--- src/rtl/write_back.sv ---
// Write-back stage: 2-entry result FIFO drained into the register file through an
// ISSUE/CONFIRM handshake, with youngest-writer forwarding to decode.
package wb_pkg;
   localparam logic [1:0] RF_NOP      = 2'd0;
   localparam logic [1:0] RF_WRITE    = 2'd1;
   localparam logic [1:0] RF_FINISHED = 2'd2;
endpackage

module write_back
   import wb_pkg::*;
#(
   parameter int LEN = 32
) (
   input  logic           clk,
   input  logic           rst,
   input  logic           rdy_in,
   input  logic           in_valid,
   input  logic [4:0]     in_rd,
   input  logic [LEN-1:0] in_data,
   input  logic           in_wb_en,
   output logic           in_ready,
   output logic [1:0]     rf_signal,
   output logic [4:0]     rf_rd,
   output logic [LEN-1:0] rf_data,
   output logic           write_back_enabled,
   input  logic [1:0]     rf_status,
   output logic           fwd_valid,
   output logic [4:0]     fwd_rd,
   output logic [LEN-1:0] fwd_data,
   output logic [31:0]    retire_count
);

   typedef enum logic [1:0] {IDLE, ISSUE, CONFIRM} state_t;

   state_t         state, state_nxt;
   logic [4:0]     q_rd   [2];
   logic [LEN-1:0] q_data [2];
   logic           q_wb   [2];
   logic           wr_ptr, rd_ptr;
   logic [1:0]     count;
   logic           push, pop, tail;

   // rst is folded in so the MEM stage sees no ready while the FIFO is cleared
   assign in_ready = rdy_in && !rst && (count < 2'd2);
   assign push     = in_valid && in_ready;
   assign pop      = rdy_in && (state == CONFIRM) && (rf_status == RF_FINISHED);
   assign tail     = ~wr_ptr;

   always_ff @(posedge clk or posedge rst) begin
      if (rst) begin
         state        <= IDLE;
         wr_ptr       <= 1'b0;
         rd_ptr       <= 1'b0;
         count        <= 2'd0;
         retire_count <= 32'd0;
         for (int i = 0; i < 2; i++) begin
            q_rd[i]   <= 5'd0;
            q_data[i] <= '0;
            q_wb[i]   <= 1'b0;
         end
      end else begin
         state <= state_nxt;
         if (push) begin
            q_rd[wr_ptr]   <= in_rd;
            q_data[wr_ptr] <= in_data;
            q_wb[wr_ptr]   <= in_wb_en;
            wr_ptr         <= ~wr_ptr;
         end
         if (pop) begin
            rd_ptr       <= ~rd_ptr;
            retire_count <= retire_count + 32'd1;
         end
         case ({push, pop})
            2'b10:   count <= count + 2'd1;
            2'b01:   count <= count - 2'd1;
            default: count <= count;
         endcase
      end
   end

   // An entry arriving on the same edge counts as present, so issue follows acceptance directly
   always_comb begin
      state_nxt = state;
      if (rdy_in) begin
         case (state)
            IDLE:    if (count != 2'd0 || push) state_nxt = ISSUE;
            ISSUE:   state_nxt = CONFIRM;
            CONFIRM: if (pop) state_nxt = (count > 2'd1 || push) ? ISSUE : IDLE;
            default: state_nxt = IDLE;
         endcase
      end
   end

   always_comb begin
      write_back_enabled = 1'b0;
      rf_signal          = RF_NOP;
      rf_rd              = 5'd0;
      rf_data            = '0;
      if (state == ISSUE) begin
         write_back_enabled = 1'b1;
         rf_rd              = q_rd[rd_ptr];
         rf_data            = q_data[rd_ptr];
         if (q_wb[rd_ptr] && q_rd[rd_ptr] != 5'd0) rf_signal = RF_WRITE;
      end
   end

   // Tail is the youngest entry; fall back to the head only when both slots are live
   always_comb begin
      fwd_valid = 1'b0;
      fwd_rd    = 5'd0;
      fwd_data  = '0;
      if (count != 2'd0 && q_wb[tail] && q_rd[tail] != 5'd0) begin
         fwd_valid = 1'b1;
         fwd_rd    = q_rd[tail];
         fwd_data  = q_data[tail];
      end else if (count == 2'd2 && q_wb[rd_ptr] && q_rd[rd_ptr] != 5'd0) begin
         fwd_valid = 1'b1;
         fwd_rd    = q_rd[rd_ptr];
         fwd_data  = q_data[rd_ptr];
      end
   end

endmodule

--- config.mk ---
export PLATFORM = sky130hd
export DESIGN_NAME = write_back
export DESIGN_NICKNAME = d
export VERILOG_FILES = /design/src/rtl/write_back.sv
export SDC_FILE = /design/constraint.sdc
export NUM_CORES = 1
export LEC_CHECK = 0
export CORE_ASPECT_RATIO = 1.75
export CORE_MARGIN = 2
export CORE_UTILIZATION = 52
export CTS_BUF_LIST = sky130_fd_sc_hd__clkbuf_4 sky130_fd_sc_hd__clkbuf_8 sky130_fd_sc_hd__clkbuf_16
export CTS_CLUSTER_DIAMETER = 200
export DETAILED_ROUTE_END_ITERATION = 6
export PLACE_DENSITY = 0.82
export SYNTH_ARGS = -nofsm -noshare
export SYNTH_HDL_FRONTEND = slang
export SYNTH_SLANG_ARGS = --single-unit
--- constraint.sdc ---
create_clock -name clk -period 5.89 [get_ports clk]
set_clock_uncertainty 0.15 [all_clocks]
set_input_delay 0.589 -clock clk [delete_from_list [all_inputs] [get_ports clk]]
set_output_delay 0.589 -clock clk [all_outputs]
set_load 0.02 [all_outputs]
# [Word-level counts from Yosys, hierarchy flattened]
# Cells that the tools add are included.
[classes] n_addsub=3 order_cmp=6 eq_ne=8 muxes=43 bitwise=5 reduce_logical=20
[ops] operator="32-bit two-way mux" n=10
[ops] operator="64-bit bitwise mux" n=1
[ops] operator="5-bit two-way mux" n=10
[ops] operator="32-bit by 1-bit adder with 32-bit output (second input constant)" n=1
[ops] operator="32-bit demux with 1-bit select" n=1
[ops] operator="1-bit two-way mux" n=13
[ops] operator="1-bit logical AND" n=11
[ops] operator="10-bit bitwise mux" n=1
[ops] operator="5-bit nonzero test" n=2
[ops] operator="2-bit equality test (second input constant)" n=4
[ops] operator="2-bit >= comparator (second input constant)" n=3
[ops] operator="1-bit NOT with 2-bit output" n=3
[ops] operator="2-bit one-hot mux with 3 select lines" n=1
[ops] operator="5-bit demux with 1-bit select" n=1
[ops] operator="2-bit by 1-bit equality test with 1-bit output (second input constant)" n=2
[ops] operator="2-bit two-way mux" n=2
[ops] operator="2-bit != test (second input constant)" n=2
[ops] operator="2-bit one-hot mux with 2 select lines" n=1
[ops] operator="2-bit nonzero test" n=2
[ops] operator="3-bit AND reduction" n=1
[ops] operator="2-bit by 1-bit adder with 2-bit output (second input constant)" n=1
[ops] operator="2-bit bitwise mux" n=1
[ops] operator="2-bit by 1-bit greater-than comparator with 1-bit output (second input constant)" n=1
[ops] operator="2-bit logical NOT" n=1
[ops] operator="other kinds (7)" n=9
[word_totals] reg_bits=114 input_bits=44 output_inout_bits=111 wordCells=96

# [Depth between registers and ports, before layout]
[logic_depth] word_depth=8 ltp_mapped=7 depth_no_buf=6

# [Worst setup path before layout]
# Ideal clock, no wire load.
[synth_path] kind="register to output" startpoint="register q_rd[6] (netlist bit)" endpoint="output port fwd_data[10]" arrival_time_ns=2.008 required_ns=5.151 path_slack_ns=3.143 path_stages_with_launch=7 n_path_buf=1 path_cell_list="dfrtp_1 -> or4_1 -> o211ai_2 -> a21oi_2 -> mux2_4 -> buf_6 -> a22o_1"
[synth_between] elab_chain_len=7 elab_cells_between_ends=12 classes_between="8 x mux; 4 x reduce/logical"
[synth_rtl] item="from (decl)" line="36" source="logic [4:0] q_rd [2];"
[synth_rtl] item="from (signal, indexed assignment)" line="64" source="q_rd[wr_ptr] <= in_rd;"
[synth_rtl] item="5-bit two-way mux (implied by the code) (3 in series)" line="116" source="end else if (count == 2'd2 && q_wb[rd_ptr] && q_rd[rd_ptr] != 5'd0) begin"
[synth_rtl] item="5-bit nonzero test" line="116"
[synth_rtl] item="1-bit logical AND" line="116"
[synth_rtl] item="32-bit two-way mux" line="116"
[synth_rtl] item="32-bit two-way mux (*)" line="112" source="if (count != 2'd0 && q_wb[tail] && q_rd[tail] != 5'd0) begin"
[synth_rtl] item="to (decl)" line="29" source="output logic [LEN-1:0] fwd_data,"
# Mark *: on every way between the ends. The rest lies on a longest branch, timed or not. The select of a mux whose other input is x is not followed.

# [Final worst setup path]
[layout_path] startpoint="register q_rd[3] (netlist bit)" endpoint="output port fwd_data[26]"
# Same word-level chain as after synthesis.

==> metrics.csv <==
metric,value,unit
totalWireLength,14100,microns
drc,0,
relSlewSlack,20.5,%
fp.dieArea,11800,sq um
rrSetupSlack,3.20,ns
synth_seq_cells,114,
grt_max_degree,69,
antenna_found_initial,0,
ys_async_sr_fraction,100,%
holdPathStages,1,
final_util,73.1,%
period_share,73.0,%
yosys_warnings,0,
hold_buffers,0,
grt_pass1_wl,23000,microns
combPwrFrac,45.1,%
worstMarginPinSlew,1.17,ns
post_drt_wl_per_cell,18.6,microns
cts_buffers,17,
gp_congestion,0.833,
cts_resized,0,
setup_violations,0,
ys.flop_type,dfrtp_1,
die_w,83.0,microns
syn_area,5680,sq um
p_per_area,529,nW/um^2
viasPerCell,5.64,
tritoncts,done,
grt_overflow,0,
critPathArrivalTime,3.56,ns
drv_slew,0,
hp-class,reg -> reg,
critPathCaptureType,primary output,
syn2layout_area_growth,37.6,%
synth_edf_count,0,
power.internal,2.61,mW
htree_levels,4,
cts.sinks,114,
fill_cells,753,
routed-via-count,4279,
synth_most_common_cell,dfrtp_1,
crit_family,multiplexers,
synth.avg_cell_area,12.1,sq um
insertedDiodeCount,0,
postCtsSetupBuffers,0,
initial_core_util,53.1,%
worstPathCellList,or4_4 > o21ai_2 > a21oi_2 > mux2i_4 > a22o_1 > clkdlybuf4s50_1,
ir_drop,298,uV
critPathMaxStageDelay,0.93,ns
swShare,37.0,%
dp.final_hpwl,9580,microns
r2r_end,q_data[9]$_DFFE_PP0P_,
yosysTopAreaCell,dfrtp_1,
netlist_instances,469,
rsz0062_at_grt,no,
crit_type,reg -> out,
synth_cell_types,46,
path_max_fanout,35,
clk_pin_slew,0.05,ns
core,10700,sq um
pwr-share-clk,22.2,%
power_leakage,3.34,nW
finalSetupTns,0,ns
nets,666,
pwr-share-seq,32.6,%
drt_iter0_markers,183,
antenna_left,0,
r2r-start,count[1]$_DFFE_PP0P_,
p_sw,1.53,mW
crit_path_top_delay_cell,mux2i_4,
clock-root-buffer,clkbuf_16,
drive_gt1_share,13.5,%
fmax,233,MHz
critPathBufInv,1,
hp-start,retire_count[31]$_DFFE_PP0P_,
grt.total_usage,24.5,%
synth_nets,518,
ys_top_cells_by_area,"dfrtp_1 50%, mux2_1 8.1%, mux2_2 7.5%, mux2i_1 6.5%, a22o_1 5.6%",
dr.pass1.iters,4,
ioPinCount,155,
period_needed,4.30,ns
grt_pass1_vias,4611,
place.port_buffers,153,
ys_seq_area_share,50.2,%
cap_violations,0,
hold_viol_final,0,
rr_worst_depth,3,
die_h,142,microns
required,5.15,ns
num_rows,50,
holdPathEnd,retire_count[31]$_DFFE_PP0P_,
clk_latency,0.40,ns
ctsLongestPathBuffers,2,
status,"complete, no violations",
synth_top_cell_area_share,50.2,%
start_kind,flop,
synth_common_cells,"114 x dfrtp_1, 45 x nor2_1, 41 x mux2_1",
[flip-flops by register name, indices dropped and copies added, names as in the netlist]
signal and flops:
rd_ptr 1, count 2, q_data 64, state 2, wr_ptr 1, q_wb 2, q_rd 10, retire_count 32
[worst max path at each step]
stage | end | depth (start not counted) | slack, ns | startpoint
after floorplan | count[0]$_DFFE_PP0P_ | 1 | 2.14 | rst
after global placement | fwd_rd[1] | 6 | 2.06 | q_rd[3]$_DFFE_PP0P_
after detailed placement | fwd_data[25] | 5 | 1.97 | rd_ptr$_DFFE_PP0P_
after CTS | fwd_data[25] | 5 | 1.55 | rd_ptr$_DFFE_PP0P_
after global routing | fwd_data[25] | 5 | 1.41 | rd_ptr$_DFFE_PP0P_
final | fwd_data[26] | 6 | 1.59 | q_rd[3]$_DFFE_PP0P_
[logic make-up (layout without fill, tap and decap cells)]
family,after synthesis,count (layout),synth area share [%]
compound gates,49,49,7.36
fa+ha+maj,5,5,1.10
xor+xnor,35,35,5.40
mux,118,118,22.8
flops,114,114,50.2
buf+inv,31,191,2.75
other cells,1,1,0.0660
simple gates,116,116,10.3
[routing by layer]
| metal | up-vias | global-route usage (%) | routed length, microns |
|---|---|---|---|
| met5 | - | 0 | 0 |
| met4 | 0 | 9.66 | 291 |
| met3 | 22 | 6.26 | 680 |
| met2 | 140 | 44.7 | 7560 |
| met1 | 2140 | 27.1 | 5590 |
| li1 | 1977 | - | - |
[power groups by stage]
stage               Combinational, mW  Sequential [mW]  Clock [mW]
floorplan                        1.23             1.27           0
global placement                 1.83             1.33           0
detailed placement               1.88             1.35           0
CTS                              1.89             1.34       0.930
global route                     2.00             1.39       0.969
finish                           1.87             1.35       0.920
[cell type report]
type / count / area, sq um / share of cell area, %
Sequential cell: 114 / 2850 / 36.5
Clock buffer: 25 / 510 / 6.53
Timing Repair Buffer: 156 / 1550 / 19.9
Clock inverter: 6 / 30.0 / 0.384
Multi-Input combinational cell: 324 / 2690 / 34.4
Tap cell: 130 / 163 / 2.08
Inverter: 4 / 17.5 / 0.224
[cell usage in the layout (no fill, tap or decap), drive strengths merged]
| cell | Yosys | routed |
|---|---|---|
| clkinv | 0 | 6 |
| nor2 | 45 | 45 |
| nor4b | 2 | 2 |
| nor4 | 2 | 2 |
| o2111ai | 1 | 1 |
| clkdlybuf4s50 | 0 | 153 |
| a22o | 36 | 36 |
| and3b | 1 | 1 |
| nand4 | 8 | 8 |
| a31oi | 1 | 1 |
| ha | 5 | 5 |
| dfrtp | 114 | 114 |
| nor3 | 3 | 3 |
| and2 | 4 | 4 |
| a21oi | 2 | 2 |
| conb | 1 | 1 |
| mux2i | 38 | 38 |
| a211oi | 1 | 1 |
| o32ai | 1 | 1 |
| clkbuf | 12 | 25 |
| mux2 | 80 | 80 |
| nor2b | 2 | 2 |
| o21bai | 1 | 1 |
| o211ai | 1 | 1 |
| a311o | 1 | 1 |
| xor2 | 8 | 8 |
| nand3 | 15 | 15 |
| buf | 15 | 3 |
| and4 | 5 | 5 |
| nor3b | 1 | 1 |
| inv | 4 | 4 |
| or4 | 2 | 2 |
| nand2b | 3 | 3 |
| xnor2 | 27 | 27 |
| o221ai | 1 | 1 |
| nand2 | 19 | 19 |
| o21ai | 3 | 3 |
| and3 | 4 | 4 |
[per-stage QoR]
step	setup WS (ns)	hold slack, ns	std cells	cell area, sq um	power (mW)
floorplan	2.14	0.323	469	5680	2.50
global placement	2.06	0.314	728	7270	3.16
detailed placement	1.97	0.317	728	7270	3.23
CTS	1.55	0.328	759	7820	4.16
global route	1.41	0.367	759	7820	4.35
finish	1.59	0.322	759	7820	4.13
(Power assumes the default switching activity.)
